## config.mk

```make
export PLATFORM = sky130hd
export DESIGN_NAME = fft8_seq
export DESIGN_NICKNAME = d
export VERILOG_FILES = /design/src/rtl/fft_pkg.sv /design/src/rtl/fft_bfly.sv /design/src/rtl/fft8_seq.sv
export SDC_FILE = /design/constraint.sdc
export NUM_CORES = 2
export LEC_CHECK = 0
export CAP_MARGIN = 15
export CORE_MARGIN = 8
export CORE_UTILIZATION = 50
export DETAILED_ROUTE_END_ITERATION = 10
export PLACE_DENSITY = 0.66
export SETUP_SLACK_MARGIN = 0.1
export SYNTH_ARGS = -nofsm -noshare
export SYNTH_HDL_FRONTEND = slang
export SYNTH_HIERARCHICAL = 1
export SYNTH_SLANG_ARGS = --single-unit
export TNS_END_PERCENT = 30
```

## constraint.sdc

```tcl
create_clock -name clk -period 11.55 [get_ports clk]
set_input_delay 2.31 -clock clk [delete_from_list [all_inputs] [get_ports clk]]
set_output_delay 2.31 -clock clk [all_outputs]
set_load 0.1 [all_outputs]
```

## src/rtl/fft_pkg.sv

```systemverilog
// Shared types and helpers for the sequential 8-point FFT.
// Holds the FSM state encoding, index bit reversal and the W8 twiddle constant.
package fft_pkg;

    typedef enum logic [2:0] {
        LOAD,
        S1,
        S2,
        S3,
        UNLOAD
    } fft_state_t;

    typedef struct {
        int re;
        int im;
    } cplx_t;

    function automatic logic [2:0] bitrev3(input logic [2:0] idx);
        return {idx[0], idx[1], idx[2]};
    endfunction

    // C = round(cos(pi/4) * 2^frac)
    function automatic int tw_const(input int frac);
        return $rtoi(0.70710678 * (2.0 ** frac) + 0.5);
    endfunction

endpackage

```

## src/rtl/fft_bfly.sv

```systemverilog
// Combinational radix-2 butterfly: top = a + W*b, bot = a - W*b, W = W8^tw.
// W8^0 and W8^2 need no multiplier; W8^1 and W8^3 use the rounded constant C.
import fft_pkg::*;

module fft_bfly #(
    parameter int DATA_W  = 16,
    parameter int TW_FRAC = 14,
    parameter int SCALE   = 0
) (
    input  logic signed [DATA_W-1:0] a_re,
    input  logic signed [DATA_W-1:0] a_im,
    input  logic signed [DATA_W-1:0] b_re,
    input  logic signed [DATA_W-1:0] b_im,
    input  logic        [1:0]        tw,
    output logic signed [DATA_W-1:0] top_re,
    output logic signed [DATA_W-1:0] top_im,
    output logic signed [DATA_W-1:0] bot_re,
    output logic signed [DATA_W-1:0] bot_im
);

    localparam int PW = 2 * DATA_W + 2;
    localparam logic signed [PW-1:0] C    = PW'(tw_const(TW_FRAC));
    localparam logic signed [PW-1:0] HALF = PW'(2 ** (TW_FRAC - 1));

    logic signed [PW-1:0]     p_w, q_w, sum_c, dif_c, r_sum, r_dif, r_nsum;
    logic signed [DATA_W-1:0] wb_re, wb_im;
    logic signed [DATA_W:0]   t_re, t_im, u_re, u_im;

    always_comb begin
        p_w    = PW'(b_re);
        q_w    = PW'(b_im);
        sum_c  = (p_w + q_w) * C;
        dif_c  = (q_w - p_w) * C;
        r_sum  = (sum_c + HALF) >>> TW_FRAC;
        r_dif  = (dif_c + HALF) >>> TW_FRAC;
        r_nsum = (-sum_c + HALF) >>> TW_FRAC;

        wb_re = b_re;
        wb_im = b_im;
        unique case (tw)
            2'd1: begin
                wb_re = r_sum[DATA_W-1:0];
                wb_im = r_dif[DATA_W-1:0];
            end
            2'd2: begin
                wb_re = b_im;
                wb_im = -b_re;
            end
            2'd3: begin
                wb_re = r_dif[DATA_W-1:0];
                wb_im = r_nsum[DATA_W-1:0];
            end
            default: ;
        endcase

        // One guard bit keeps the exact sum so SCALE=1 halves without overflow
        t_re = {a_re[DATA_W-1], a_re} + {wb_re[DATA_W-1], wb_re};
        t_im = {a_im[DATA_W-1], a_im} + {wb_im[DATA_W-1], wb_im};
        u_re = {a_re[DATA_W-1], a_re} - {wb_re[DATA_W-1], wb_re};
        u_im = {a_im[DATA_W-1], a_im} - {wb_im[DATA_W-1], wb_im};

        if (SCALE != 0) begin
            top_re = t_re[DATA_W:1];
            top_im = t_im[DATA_W:1];
            bot_re = u_re[DATA_W:1];
            bot_im = u_im[DATA_W:1];
        end else begin
            top_re = t_re[DATA_W-1:0];
            top_im = t_im[DATA_W-1:0];
            bot_re = u_re[DATA_W-1:0];
            bot_im = u_im[DATA_W-1:0];
        end
    end

endmodule

```

## src/rtl/fft8_seq.sv

```systemverilog
// Sequential 8-point radix-2 DIT FFT: bit-reversed load, three in-place stages,
// natural-order unload over a valid/ready stream.
import fft_pkg::*;

module fft8_seq #(
    parameter int DATA_W  = 16,
    parameter int TW_FRAC = 14,
    parameter int SCALE   = 0
) (
    input  logic              clk,
    input  logic              rst_n,
    input  logic              in_valid,
    output logic              in_ready,
    input  logic [DATA_W-1:0] in_real,
    input  logic [DATA_W-1:0] in_imag,
    output logic              out_valid,
    input  logic              out_ready,
    output logic [DATA_W-1:0] out_real,
    output logic [DATA_W-1:0] out_imag,
    output logic [2:0]        out_index,
    output logic              out_last
);

    fft_state_t state, state_nxt;
    logic [2:0] cnt;

    logic signed [DATA_W-1:0] mem_re [8];
    logic signed [DATA_W-1:0] mem_im [8];

    logic [2:0]               ia [4];
    logic [2:0]               ib [4];
    logic [1:0]               tw_sel [4];
    logic signed [DATA_W-1:0] a_re [4], a_im [4], b_re [4], b_im [4];
    logic signed [DATA_W-1:0] top_re [4], top_im [4], bot_re [4], bot_im [4];

    // Per-stage pair selection for the four butterflies
    always_comb begin
        for (int unsigned i = 0; i < 4; i++) begin
            ia[i]     = 3'(2 * i);
            ib[i]     = 3'(2 * i + 1);
            tw_sel[i] = 2'd0;
            unique case (state)
                S2: begin
                    ia[i]     = 3'(4 * (i / 2) + i % 2);
                    ib[i]     = 3'(4 * (i / 2) + i % 2 + 2);
                    tw_sel[i] = 2'(2 * (i % 2));
                end
                S3: begin
                    ia[i]     = 3'(i);
                    ib[i]     = 3'(i + 4);
                    tw_sel[i] = 2'(i);
                end
                default: ;
            endcase
            a_re[i] = mem_re[ia[i]];
            a_im[i] = mem_im[ia[i]];
            b_re[i] = mem_re[ib[i]];
            b_im[i] = mem_im[ib[i]];
        end
    end

    for (genvar g = 0; g < 4; g++) begin : g_bfly
        fft_bfly #(
            .DATA_W (DATA_W),
            .TW_FRAC(TW_FRAC),
            .SCALE  (SCALE)
        ) u_bfly (
            .a_re  (a_re[g]),
            .a_im  (a_im[g]),
            .b_re  (b_re[g]),
            .b_im  (b_im[g]),
            .tw    (tw_sel[g]),
            .top_re(top_re[g]),
            .top_im(top_im[g]),
            .bot_re(bot_re[g]),
            .bot_im(bot_im[g])
        );
    end

    always_ff @(posedge clk or negedge rst_n) begin
        if (!rst_n) state <= LOAD;
        else        state <= state_nxt;
    end

    always_comb begin
        state_nxt = state;
        in_ready  = 1'b0;
        out_valid = 1'b0;
        unique case (state)
            LOAD: begin
                in_ready = 1'b1;
                if (in_valid && cnt == 3'd7) state_nxt = S1;
            end
            S1: state_nxt = S2;
            S2: state_nxt = S3;
            S3: state_nxt = UNLOAD;
            UNLOAD: begin
                out_valid = 1'b1;
                if (out_ready && cnt == 3'd7) state_nxt = LOAD;
            end
            default: state_nxt = LOAD;
        endcase
        out_real  = out_valid ? mem_re[cnt] : '0;
        out_imag  = out_valid ? mem_im[cnt] : '0;
        out_index = out_valid ? cnt : '0;
        out_last  = out_valid && cnt == 3'd7;
    end

    // cnt wraps 7 -> 0, which clears it at the end of both load and unload
    always_ff @(posedge clk or negedge rst_n) begin
        if (!rst_n) begin
            cnt <= '0;
            for (int unsigned i = 0; i < 8; i++) begin
                mem_re[i] <= '0;
                mem_im[i] <= '0;
            end
        end else begin
            unique case (state)
                LOAD: begin
                    if (in_valid) begin
                        mem_re[bitrev3(cnt)] <= in_real;
                        mem_im[bitrev3(cnt)] <= in_imag;
                        cnt <= cnt + 3'd1;
                    end
                end
                S1, S2, S3: begin
                    for (int unsigned i = 0; i < 4; i++) begin
                        mem_re[ia[i]] <= top_re[i];
                        mem_im[ia[i]] <= top_im[i];
                        mem_re[ib[i]] <= bot_re[i];
                        mem_im[ib[i]] <= bot_im[i];
                    end
                end
                UNLOAD: begin
                    if (out_ready) cnt <= cnt + 3'd1;
                end
                default: ;
            endcase
        end
    end

endmodule
```

==> flow_summary_export.csv <==
group,metric,value,unit
status,status,"complete, no violations",
worst_setup_path,startpoint,"state[2]",
yosys,synth-simple-area-share,13.3,%
clock_tree,htree_levels,2,
global_routing,antenna_found_initial,26,
sta,hold_violations,0,
clock_tree,cts_tree,"yes",
yosys,synthAdderAreaFrac,35.5,%
drt,first_iter_violations,7132,
sta,max_freq,89.6,MHz
worst_hold_path,hold_path.startpoint,"mem_re[55]",
drt,met3_length,27.9,mm
drt,wire_per_inst,26.1,um
drt,vias_per_cell,6.26,
sta,setup_viol,0,
yosys,syn_inst,9002,
yosys,synth.distinct_cells,151,
clock_tree,cts_buffers,35,
drt,drt-total-wl,288,mm
sta,skew,0.0307,ns
clock_tree,clock_latency,0.60,ns
layout,final_core_utilization,53.4,%
worst_setup_path,critPathKind,"reg -> reg",
yosys,ys_dominant_reg_cell,"dfrtp_1",
clock_tree,clkSlewWorstSetupHoldPaths,0.06,ns
layout,layout_common_cells,"ha_1, inv_1, fa_1",
sta,rsz0062_at_grt,"yes",
drt,dr.max_layer_used,"met5",
worst_setup_path,critPathSlowestCell,"fa_1",
placed_design,globalplace.congestion,1.06,
worst_setup_path,max_stage_delay,0.55,ns
global_routing,grt_util_all_layers,33.0,%
global_routing,grt_pass1_vias,68000,
floorplanning,die_w,412,um
yosys,synth_edf_count,0,
yosys,synth_compound_area_share,16.6,%
drt,final_antenna_net_count,0,
drt,routed-via-count,69000,
placed_design,dp_hpwl,235,mm
yosys,netlist_area,78600,sq um
yosys,ys_async_sr_fraction,100,%
worst_setup_path,end_kind,"flip-flop",
layout,drive_gt1_share,9.69,%
sta,fin_crit_sh,96.6,%
layout,nNetsFinal,10900,
drt,drc,0,
layout,layout.cells.non_filler,11000,
clock_tree,cts_max_path_buffers,3,
yosys,synthMuxAreaShare,10.5,%
layout,area.growth.synth_to_final,6.19,%
clock_tree,cts-root-buf,"clkbuf_16",
yosys,synthXorXnorAreaFrac,7.39,%
floorplanning,pin_count,74,
placed_design,io_buffers,73,
floorplanning,die-height,412,um
worst_setup_path,crit_fanout,12,
yosys,synth_area_per_cell,8.73,sq um
floorplanning,num_rows,145,
clock_tree,clock_sinks,262,
placed_design,dp.cells,10900,
yosys,yosysSeqAreaShare,8.34,%
yosys,ys_seq_elements,262,
yosys,yosysWarnings,6,
floorplanning,dieArea,170000,sq um
floorplanning,start_util,50.3,%
sta,period_needed,11.16,ns
global_routing,grt_max_degree,178,
clock_tree,cts_hold_buf,0,
worst_hold_path,hold_class,"reg -> reg",
drt,met2WireLength,122,mm
drt,wl_met1,115,mm
global_routing,grt_remaining_overflow,0,
run,cap_viol_max_count,0,
sta,final_max_slew_viol_count,0,
drt,drtPass1Iterations,6,
worst_setup_path,r2r_start,"state[2]",
floorplanning,core,156000,sq um
layout,fill_cells,14500,
worst_setup_path,start_kind,"flip-flop",
layout,layout_commonest_cell,"ha_1",
worst_setup_path,cp_data_arrival_time,11.61,ns
worst_setup_path,critical_path_required,12.01,ns
global_routing,grt_first_pass_wirelength,431,mm
sta,slew_headroom,19.8,%
sta,tightest_slew,1.19,ns
yosys,synth_top_family_by_area,"adder cells",
## metal layers
| layer | vias to the layer above | track usage, % |
|---|---|---|
| met4 | 22 | 20.8 |
| li1 | 31300 | - |
| met1 | 33700 | 42.4 |
| met3 | 775 | 7.29 |
| met2 | 3176 | 50.1 |
| met5 | - | 0 |
## final timing paths
| kind | end | slack [ns] | cells after the start |
|---|---|---|---|
| setup reg to reg | mem_im[47] | 0.39 | 45 |
| max in group asynchronous | mem_im[73] | 8.22 | 2 |
| hold reg to reg | mem_re[55] | 0.56 | 2 |
| hold / removal | mem_re[55] | 0.56 | 2 |
| min in group asynchronous | mem_re[49] | 1.74 | 1 |
| setup / recovery | mem_im[47] | 0.39 | 45 |
## critical path: cells and delay by family (launching register included)
kind	cells	cell delay (ns)
mux	4	0.95
buf+inv	7	0.65
fa+ha+maj	9	3.50
compound gates	10	2.58
simple gates	12	2.34
flops	1	0.47
xor+xnor	3	0.49
## kinds of logic (layout without fill, tap and decap cells)
group,Yosys count,after routing
buffers and inverters,1589,1533
flip-flops,262,262
AND/OR/NAND/NOR,2040,2040
AO/OA/AOI/OAI,1889,1889
multiplexers,674,674
other,1,22
XOR/XNOR,633,633
adder cells (fa/ha/maj),1914,1914
## registers in the layout (all words and copies together), names as in the netlist
name	flops
mem_im	128
mem_re	128
cnt	3
state	3
## synthesized netlist by cell type, drive strengths merged, types with 45 or more instances
library cell | n | area, sq um
mux2 | 162 | 1830
nor2 | 531 | 2010
a21oi | 527 | 2650
a211o | 81 | 711
and2 | 69 | 435
o31ai | 61 | 507
o211ai | 60 | 465
or3 | 58 | 369
nand3 | 140 | 726
nand2 | 503 | 1900
a221o | 69 | 691
a211oi | 58 | 523
nor4 | 56 | 405
dfrtp | 262 | 6560
mux4 | 106 | 2390
and3 | 79 | 502
o21bai | 64 | 484
nor2b | 67 | 422
fa | 528 | 10600
buf | 190 | 1240
xnor2 | 482 | 4290
clkbuf | 210 | 790
nand4 | 46 | 300
nand2b | 100 | 626
mux2i | 406 | 4060
or2 | 67 | 419
nor3 | 167 | 922
a22o | 45 | 394
xor2 | 139 | 1250
inv | 1182 | 4440
o21ai | 360 | 1820
o21a | 68 | 512
ha | 1386 | 17300
a21o | 114 | 860
## stage by stage
stage / TNS [ns] / worst slack (ns) / hold slack, ns / area [sq um]
floorplan: 0 / 0.965 / 0.490 / 78600
global placement: 0 / 0.173 / 0.534 / 81500
detailed placement: -0.0959 / -0.0520 / 0.544 / 81500
CTS: 0 / 0.0737 / 0.558 / 82700
global route: -0.0267 / -0.0187 / 0.585 / 83400
finish: 0 / 0.392 / 0.564 / 83400
## layout make-up
| cell class | instances | area [sq um] | share of cell area, % |
|---|---|---|---|
| diodes | 16 | 40.0 | 0.0480 |
| clock buffers | 46 | 967 | 1.16 |
| clock inverters | 11 | 191 | 0.229 |
| inverters | 1188 | 4470 | 5.36 |
| multi-input cells | 7156 | 66200 | 79.3 |
| flip-flops and latches | 262 | 6580 | 7.88 |
| well taps | 2058 | 2570 | 3.09 |
| repair buffers | 288 | 2420 | 2.90 |
## repair_timing
action	in CTS	in global routing
setup buffers	0	10
resized for setup	8	106
pin swaps	0	11
endpoints found under the setup margin	10	56
Power is left out: the tool's default activity adds up to more than one toggle a clock period on the data nets, which glitch-free logic cannot reach.
